### src/rtl/alu_pkg.sv
// Shared opcode encoding and FLAGS bit positions for the ALU core.
package alu_pkg;

  typedef enum logic [3:0] {
    OpAdd  = 4'h0,
    OpAdc  = 4'h1,
    OpSub  = 4'h2,
    OpSbc  = 4'h3,
    OpAnd  = 4'h4,
    OpOr   = 4'h5,
    OpXor  = 4'h6,
    OpNot  = 4'h7,
    OpShl  = 4'h8,
    OpShr  = 4'h9,
    OpAsr  = 4'hA,
    OpRol  = 4'hB,
    OpRor  = 4'hC,
    OpInc  = 4'hD,
    OpDec  = 4'hE,
    OpPass = 4'hF
  } alu_op_e;

  localparam int unsigned FlagC  = 0;
  localparam int unsigned FlagZ  = 1;
  localparam int unsigned FlagN  = 2;
  localparam int unsigned FlagV  = 3;
  localparam int unsigned FlagP  = 4;
  localparam int unsigned FlagH  = 5;
  localparam int unsigned FlagsW = 8;

endpackage

### src/rtl/alu_addsub.sv
// Shared adder/subtractor with carry (borrow), half-carry and signed overflow outputs.
module alu_addsub #(
  parameter int unsigned WIDTH = 8
) (
  input  logic [WIDTH-1:0] a,
  input  logic [WIDTH-1:0] b,
  input  logic             cin,
  input  logic             sub,
  output logic [WIDTH-1:0] sum,
  output logic             cout,
  output logic             hc,
  output logic             ovf
);

  logic [WIDTH-1:0] b_x;
  logic             cin_x;
  logic [WIDTH:0]   full;
  logic [4:0]       low;

  // Subtract as a + ~b + ~borrow_in; carry-outs invert back into borrows.
  assign b_x   = sub ? ~b : b;
  assign cin_x = cin ^ sub;
  assign full  = {1'b0, a} + {1'b0, b_x} + {{WIDTH{1'b0}}, cin_x};
  assign low   = {1'b0, a[3:0]} + {1'b0, b_x[3:0]} + {4'b0000, cin_x};

  assign sum  = full[WIDTH-1:0];
  assign cout = full[WIDTH] ^ sub;
  assign hc   = low[4] ^ sub;
  assign ovf  = (a[WIDTH-1] == b_x[WIDTH-1]) && (sum[WIDTH-1] != a[WIDTH-1]);

endmodule

### src/rtl/alu_core.sv
// Combinational ALU with optional registered carry for ADC/SBC chaining.
// Define ALU_CARRY_CHAIN_EN to build the stored-carry register.
module alu_core
  import alu_pkg::*;
#(
  parameter int unsigned WIDTH = 8
) (
  input  logic              clk,
  input  logic              rst_n,
  input  logic [3:0]        ALU_CTL,
  input  logic [WIDTH-1:0]  A,
  input  logic [WIDTH-1:0]  B,
  output logic [WIDTH-1:0]  Z,
  output logic [FlagsW-1:0] FLAGS
);

  alu_op_e          op;
  logic             cq_q;
  logic [WIDTH-1:0] as_b;
  logic             as_cin;
  logic             as_sub;
  logic [WIDTH-1:0] as_sum;
  logic             as_cout;
  logic             as_hc;
  logic             as_ovf;
  logic             c;
  logic             v;
  logic             h;

  assign op = alu_op_e'(ALU_CTL);

  always_comb begin
    as_b   = B;
    as_cin = 1'b0;
    as_sub = 1'b0;
    unique case (op)
      OpAdc:   as_cin = cq_q;
      OpSub:   as_sub = 1'b1;
      OpSbc: begin
        as_sub = 1'b1;
        as_cin = cq_q;
      end
      OpInc:   as_b = {{(WIDTH-1){1'b0}}, 1'b1};
      OpDec: begin
        as_b   = {{(WIDTH-1){1'b0}}, 1'b1};
        as_sub = 1'b1;
      end
      default: ;
    endcase
  end

  alu_addsub #(
    .WIDTH(WIDTH)
  ) u_addsub (
    .a   (A),
    .b   (as_b),
    .cin (as_cin),
    .sub (as_sub),
    .sum (as_sum),
    .cout(as_cout),
    .hc  (as_hc),
    .ovf (as_ovf)
  );

  always_comb begin
    Z = '0;
    c = 1'b0;
    v = 1'b0;
    h = 1'b0;
    unique case (op)
      OpAdd, OpAdc, OpSub, OpSbc, OpInc, OpDec: begin
        Z = as_sum;
        c = as_cout;
        v = as_ovf;
        h = as_hc;
      end
      OpAnd:  Z = A & B;
      OpOr:   Z = A | B;
      OpXor:  Z = A ^ B;
      OpNot:  Z = ~A;
      OpShl: begin
        Z = {A[WIDTH-2:0], 1'b0};
        c = A[WIDTH-1];
      end
      OpShr: begin
        Z = {1'b0, A[WIDTH-1:1]};
        c = A[0];
      end
      OpAsr: begin
        Z = {A[WIDTH-1], A[WIDTH-1:1]};
        c = A[0];
      end
      OpRol: begin
        Z = {A[WIDTH-2:0], A[WIDTH-1]};
        c = A[WIDTH-1];
      end
      OpRor: begin
        Z = {A[0], A[WIDTH-1:1]};
        c = A[0];
      end
      OpPass: Z = B;
      default: ;
    endcase
  end

  always_comb begin
    FLAGS        = '0;
    FLAGS[FlagC] = c;
    FLAGS[FlagZ] = (Z == '0);
    FLAGS[FlagN] = Z[WIDTH-1];
    FLAGS[FlagV] = v;
    FLAGS[FlagP] = ^Z;
    FLAGS[FlagH] = h;
  end

`ifdef ALU_CARRY_CHAIN_EN
  always_ff @(posedge clk or negedge rst_n) begin
    if (!rst_n) begin
      cq_q <= 1'b0;
    end else begin
      cq_q <= c;
    end
  end
`else
  // No stored carry: ADC/SBC degenerate to ADD/SUB, clock and reset are idle.
  logic unused_clk_rst;
  assign cq_q           = 1'b0;
  assign unused_clk_rst = clk ^ rst_n;
`endif

endmodule

### config.mk
export PLATFORM = sky130hd
export DESIGN_NAME = alu_core
export DESIGN_NICKNAME = d
export VERILOG_FILES = /design/src/rtl/alu_pkg.sv /design/src/rtl/alu_addsub.sv /design/src/rtl/alu_core.sv
export SDC_FILE = /design/constraint.sdc
export NUM_CORES = 1
export LEC_CHECK = 0
export ABC_AREA = 0
export ABC_CLOCK_PERIOD_IN_PS = 4300
export BUFFER_PORTS_ARGS = -buffer_cell sky130_fd_sc_hd__buf_4
export CAP_MARGIN = 5
export CORE_MARGIN = 4
export CORE_UTILIZATION = 60
export DETAILED_ROUTE_END_ITERATION = 7
export GPL_TIMING_DRIVEN = 1
export MAX_ROUTING_LAYER = met4
export PLACE_DENSITY = 0.91
export RECOVER_POWER = 25
export SYNTH_ARGS = -nofsm -noshare
export SYNTH_HDL_FRONTEND = slang
export SYNTH_SLANG_ARGS = --single-unit
### constraint.sdc
create_clock -name vclk -period 4.3
set_input_delay 0.215 -clock vclk [all_inputs]
set_output_delay 0.215 -clock vclk [all_outputs]
set_load 0.02 [all_outputs]
# After elaboration in Yosys (flattened, before gate mapping)
# Index checks and enable logic that the tools add are counted.
# W data, S select, Z words.
totals:
  ff_bits: 0
  word_cells: 44
op_classes:
  reduce_logical: 9
  mux: 7
  add_sub_neg: 4
  n_bitwise: 7
  n_eq_ne: 17
ops:
  columns: ["cell", "count"]
  rows:
  - ["$pmux W8 S11", 1]
  - ["$eq A4 B4 Y1 const B", 8]
  - ["$eq A4 B3 Y1 const B", 4]
  - ["$mux W8", 2]
  - ["$not A8 Y8", 2]
  - ["$add A8 B8 Y9", 1]
  - ["$add A9 B1 Y9", 1]
  - ["$and A8 B8 Y8", 1]
  - ["$eq A4 B2 Y1 const B", 2]
  - ["$logic_not A8 Y1", 1]
  - ["$or A8 B8 Y8", 1]
  - ["$reduce_xor A8 Y1", 1]
  - ["$xor A8 B8 Y8", 1]
  - ["$reduce_or A3 Y1", 2]
  - ["$reduce_or A6 Y1", 1]
  - ["$add A4 B4 Y5", 1]
  - ["$add A5 B1 Y5", 1]
  - ["$eq A4 B1 Y1 const B", 1]
  - ["$logic_not A4 Y1", 1]
  - ["$reduce_or A2 Y1", 2]
  - ["$mux W1", 3]
  - ["$pmux W1 S3", 1]
  - ["$xor A1 B1 Y1", 2]
  - ["$eq A1 B1 Y1", 1]
  - ["2 further kinds", 2]

# Logic depth before layout (Yosys ltp)
depth:
  word_depth: 10
  depth_mapped: 16
  mapped_depth_nobuf: 14

# Hierarchy
# From an unflattened synthesis, not the netlist that was laid out.
hier_totals:
  hier_cells: 253
  hier_area_um2: 1747.9
modules_own_cells:
  columns: ["mod", "n_inst", "cells_each", "area_per_inst_um2"]
  rows:
  - ["alu_core", 1, 203, 1323.8]
  - ["alu_addsub", 1, 50, 424.2]

# Worst setup path after synthesis
# No wires, ideal clock.
synth_timing:
  path_kind: "input port to output port"
  startpoint: "input ALU_CTL[3]"
  endpoint: "output FLAGS[4]"
  t_arrival_ns: 3.417
  setup_slack_ns: 0.668
  path_stages: 15
  n_path_buf: 3
  path_cell_list: "buf_2 -> clkbuf_1 -> clkbuf_1 -> nand3_1 -> a21oi_1 -> nor3_1 -> ha_1 -> a21o_1 -> o2bb2ai_1 -> a21o_1 -> o2111a_1 -> a211o_1 -> ha_1 -> xnor2_1 -> xnor2_1"
synth_via:
  elab_chain_cells: 9
  elab_cells_between_ends: 27
  cone_classes: "add/sub: 2; eq/ne: 15; mux: 4; bitwise: 1; reduce/logical: 5"
synth_rtl:
  columns: ["item", "line_no", "source"]
  rows:
  - ["from (decl)", "alu_core.sv:10", "input logic [3:0] ALU_CTL,"]
  - ["$eq A4 B4 Y1", "alu_core.sv:36, alu_core.sv:70", null]
  - ["$reduce_or A2 Y1 (no line)", null, null]
  - ["$mux W8", "alu_core.sv:36", "unique case (op)"]
  - ["$not A8 Y8", "alu_addsub.sv:21", "assign b_x = sub ? ~b : b;"]
  - ["$mux W8", "alu_addsub.sv:21", null]
  - ["$add A8 B8 Y9", "alu_addsub.sv:23", "assign full = {1'b0, a} + {1'b0, b_x} + {{WIDTH{1'b0}}, cin_x};"]
  - ["$add A9 B1 Y9", "alu_addsub.sv:23", null]
  - ["$pmux W8 S11 (*)", "alu_core.sv:70", "unique case (op)"]
  - ["$reduce_xor A8 Y1 (*)", "alu_core.sv:112", "FLAGS[FlagP] = ^Z;"]
  - ["to (decl)", "alu_core.sv:14", "output logic [FlagsW-1:0] FLAGS"]
# Mark *: on every way between the ends. The rest lies on a longest branch, timed or not.

# Final worst setup path
layout_timing:
  startpoint: "input ALU_CTL[2]"
  endpoint: "output FLAGS[4]"
# Same word-level chain as after synthesis.

==> impl_metrics.ini <==
[run_status]
status = complete, no violations

[yosys]
yosysMostFrequentCell = nor2_1
syn_area_mm2 = 0.001997
yosysSeqAreaShare_pct = 0
syn_avg_cell_area_um2 = 6.612
synth_top_cell_by_area = ha_1
yosysTopAreaCellShare_pct = 17.54
netlist_instances = 302
synth.area.top_cells = ha_1, nor2_1, mux2i_1, a21oi_1, nand2_1
ys_top_cells_by_count = nor2_1, ha_1, a21oi_1
synth_cell_types = 59
synth_warnings = 0

[timing]
slew_violations = 0
setup_violations = 0
tns_ns = 0
min_period_ns = 3.927
hold_violations = 0
relSlewSlack_pct = 64.07
fin_crit_sh_pct = 91.32
rsz0062_at_grt = false
tightest_slew_ns = 0.5353
hold_ws_ns = 0.8813
timing.fmax_mhz = 254.7

[placement]
io_buffers = 34
dpl.cell_count = 357
place_congestion = 1.035
dp.final_hpwl_mm = 4.484

[cells_and_area]
utilization_pct = 69.72
stdcell_count = 357
seq_area_um2 = 0
seq_cells = 0
diodes = 0
nClkBuffers = 0
syn2layout_area_growth_pct = 9.210
layout-drive-gt1-share_pct = 14.38
final_nets = 366

[floorplanning]
dieArea_mm2 = 0.004315
rows = 20
die_width_um = 65.69
core-area_mm2 = 0.003128
io-pin-count = 38
initial_core_util_pct = 63.84
die_y_um = 65.69

[clock_tree]
postCtsSetupBuffers = 0
holdBufCountCts = 0
cts_resized = 0

[routing]
dr.first_iter.drc_count = 306
wl_per_cell_um = 16.27
routed_wirelength_mm = 5.808
drc = 0
ant_nets = 0
first_pass_iters = 5
num_vias = 2333
vias_per_cell = 6.535

[pwr]
leakage_nw = 1.036
peakVddDrop_mv = 0.3275
p_per_area_mw_per_mm2 = 192.0

[global_route]
grt_pass1_wl_mm = 9.646
grt-ovfl-total = 0
grt_pass1_vias = 2059
gr-usage-all-layers_pct = 28.09
antenna_found_initial = 0
grt_start_max_net_pins = 42

[critical_path]
path_class = primary input to primary output
crit_fanout = 17
crit_start = ALU_CTL[2]
endpoint_kind = primary output
cp.required_ns = 4.09
startpoint_type = primary input
cp.arrival_ns = 3.71

[flow_run]
maxCapViolations = 0

[hold_path]
hp-start = A[1]
hp-class = primary input to primary output
[worst max-delay path: stages]
cell      delay (ns)
buf_4           0.19
inv_1           0.15
o21ai_1         0.48
nor2_1          0.08
nor3_1          0.37
ha_1            0.35
a211oi_1        0.31
a21oi_1         0.14
nor2_1          0.15
xnor2_1         0.16
a2bb2o_1        0.31
ha_1            0.31
xnor2_1         0.19
xnor2_1         0.14
buf_4           0.16
[cell usage in the layout (no fill, tap or decap), types with 3 or more instances in the layout]
master | synthesis | routed
o21ai_1 | 4 | 4
o221ai_1 | 3 | 3
nor2_1 | 36 | 36
ha_1 | 28 | 28
nand2_1 | 24 | 24
nor3_1 | 10 | 10
and3_1 | 3 | 3
o22ai_1 | 8 | 8
o2111ai_1 | 3 | 3
o211ai_1 | 7 | 7
a21oi_1 | 25 | 25
buf_4 | 9 | 35
o21ai_0 | 15 | 15
a21o_1 | 5 | 5
xor2_1 | 3 | 3
a211oi_1 | 4 | 4
a211o_1 | 4 | 4
inv_1 | 20 | 20
nand3_1 | 7 | 7
xnor2_1 | 6 | 6
mux2i_1 | 13 | 13
nand2b_1 | 3 | 3
nor3b_1 | 4 | 4
[logic make-up (layout without fill, tap and decap cells)]
kind of cell | count (synthesis) | count (layout) | share of synthesized area, %
adder cells (fa/ha/maj) | 29 | 29 | 18.55
AO/OA/AOI/OAI | 100 | 100 | 34.02
buffers and inverters | 47 | 57 | 11.03
multiplexers | 13 | 13 | 6.516
XOR/XNOR | 11 | 11 | 5.577
AND/OR/NAND/NOR | 101 | 101 | 24.12
other | 1 | 2 | 0.1878
[layout make-up]
class,instances,area [um2]
multi-input cells,256,1780
fillers,299,947.2
repair buffers,35,262.8
inverters,22,82.58
well taps,44,55.05
[stage by stage]
step,instance area [um2],worst slack [ns],power [mW]
finish,2181,0.3732,0.4188
global route,2181,0.1991,0.4607
CTS,2181,0.4990,0.4145
detailed placement,2181,0.5145,0.4127
global placement,2181,0.6164,0.4029
floorplan,2001,0.6677,0.2962
[power by group]
part / total, mW / switching [mW] / internal (mW) / leakage, nW
combinational: 0.419 / 0.241 / 0.178 / 1.04
sequential: 0 / 0 / 0 / 0
clock: 0 / 0 / 0 / 0
total: 0.419 / 0.241 / 0.178 / 1.04
[per-layer routing]
metal | track usage [%] | up-vias | wire, um
li1 | - | 1120 | -
met1 | 38.19 | 1073 | 2463
met2 | 45.31 | 127 | 2696
met3 | 2.222 | 13 | 545
met4 | 5.959 | 0 | 103
met5 | - | - | 0
[worst paths after layout]
| path | to | cells after the start |
|---|---|---|
| worst max-delay path | FLAGS[4] | 15 |
| worst min-delay path | Z[0] | 4 |
No activity file was read; power rests on OpenSTA's default activity.
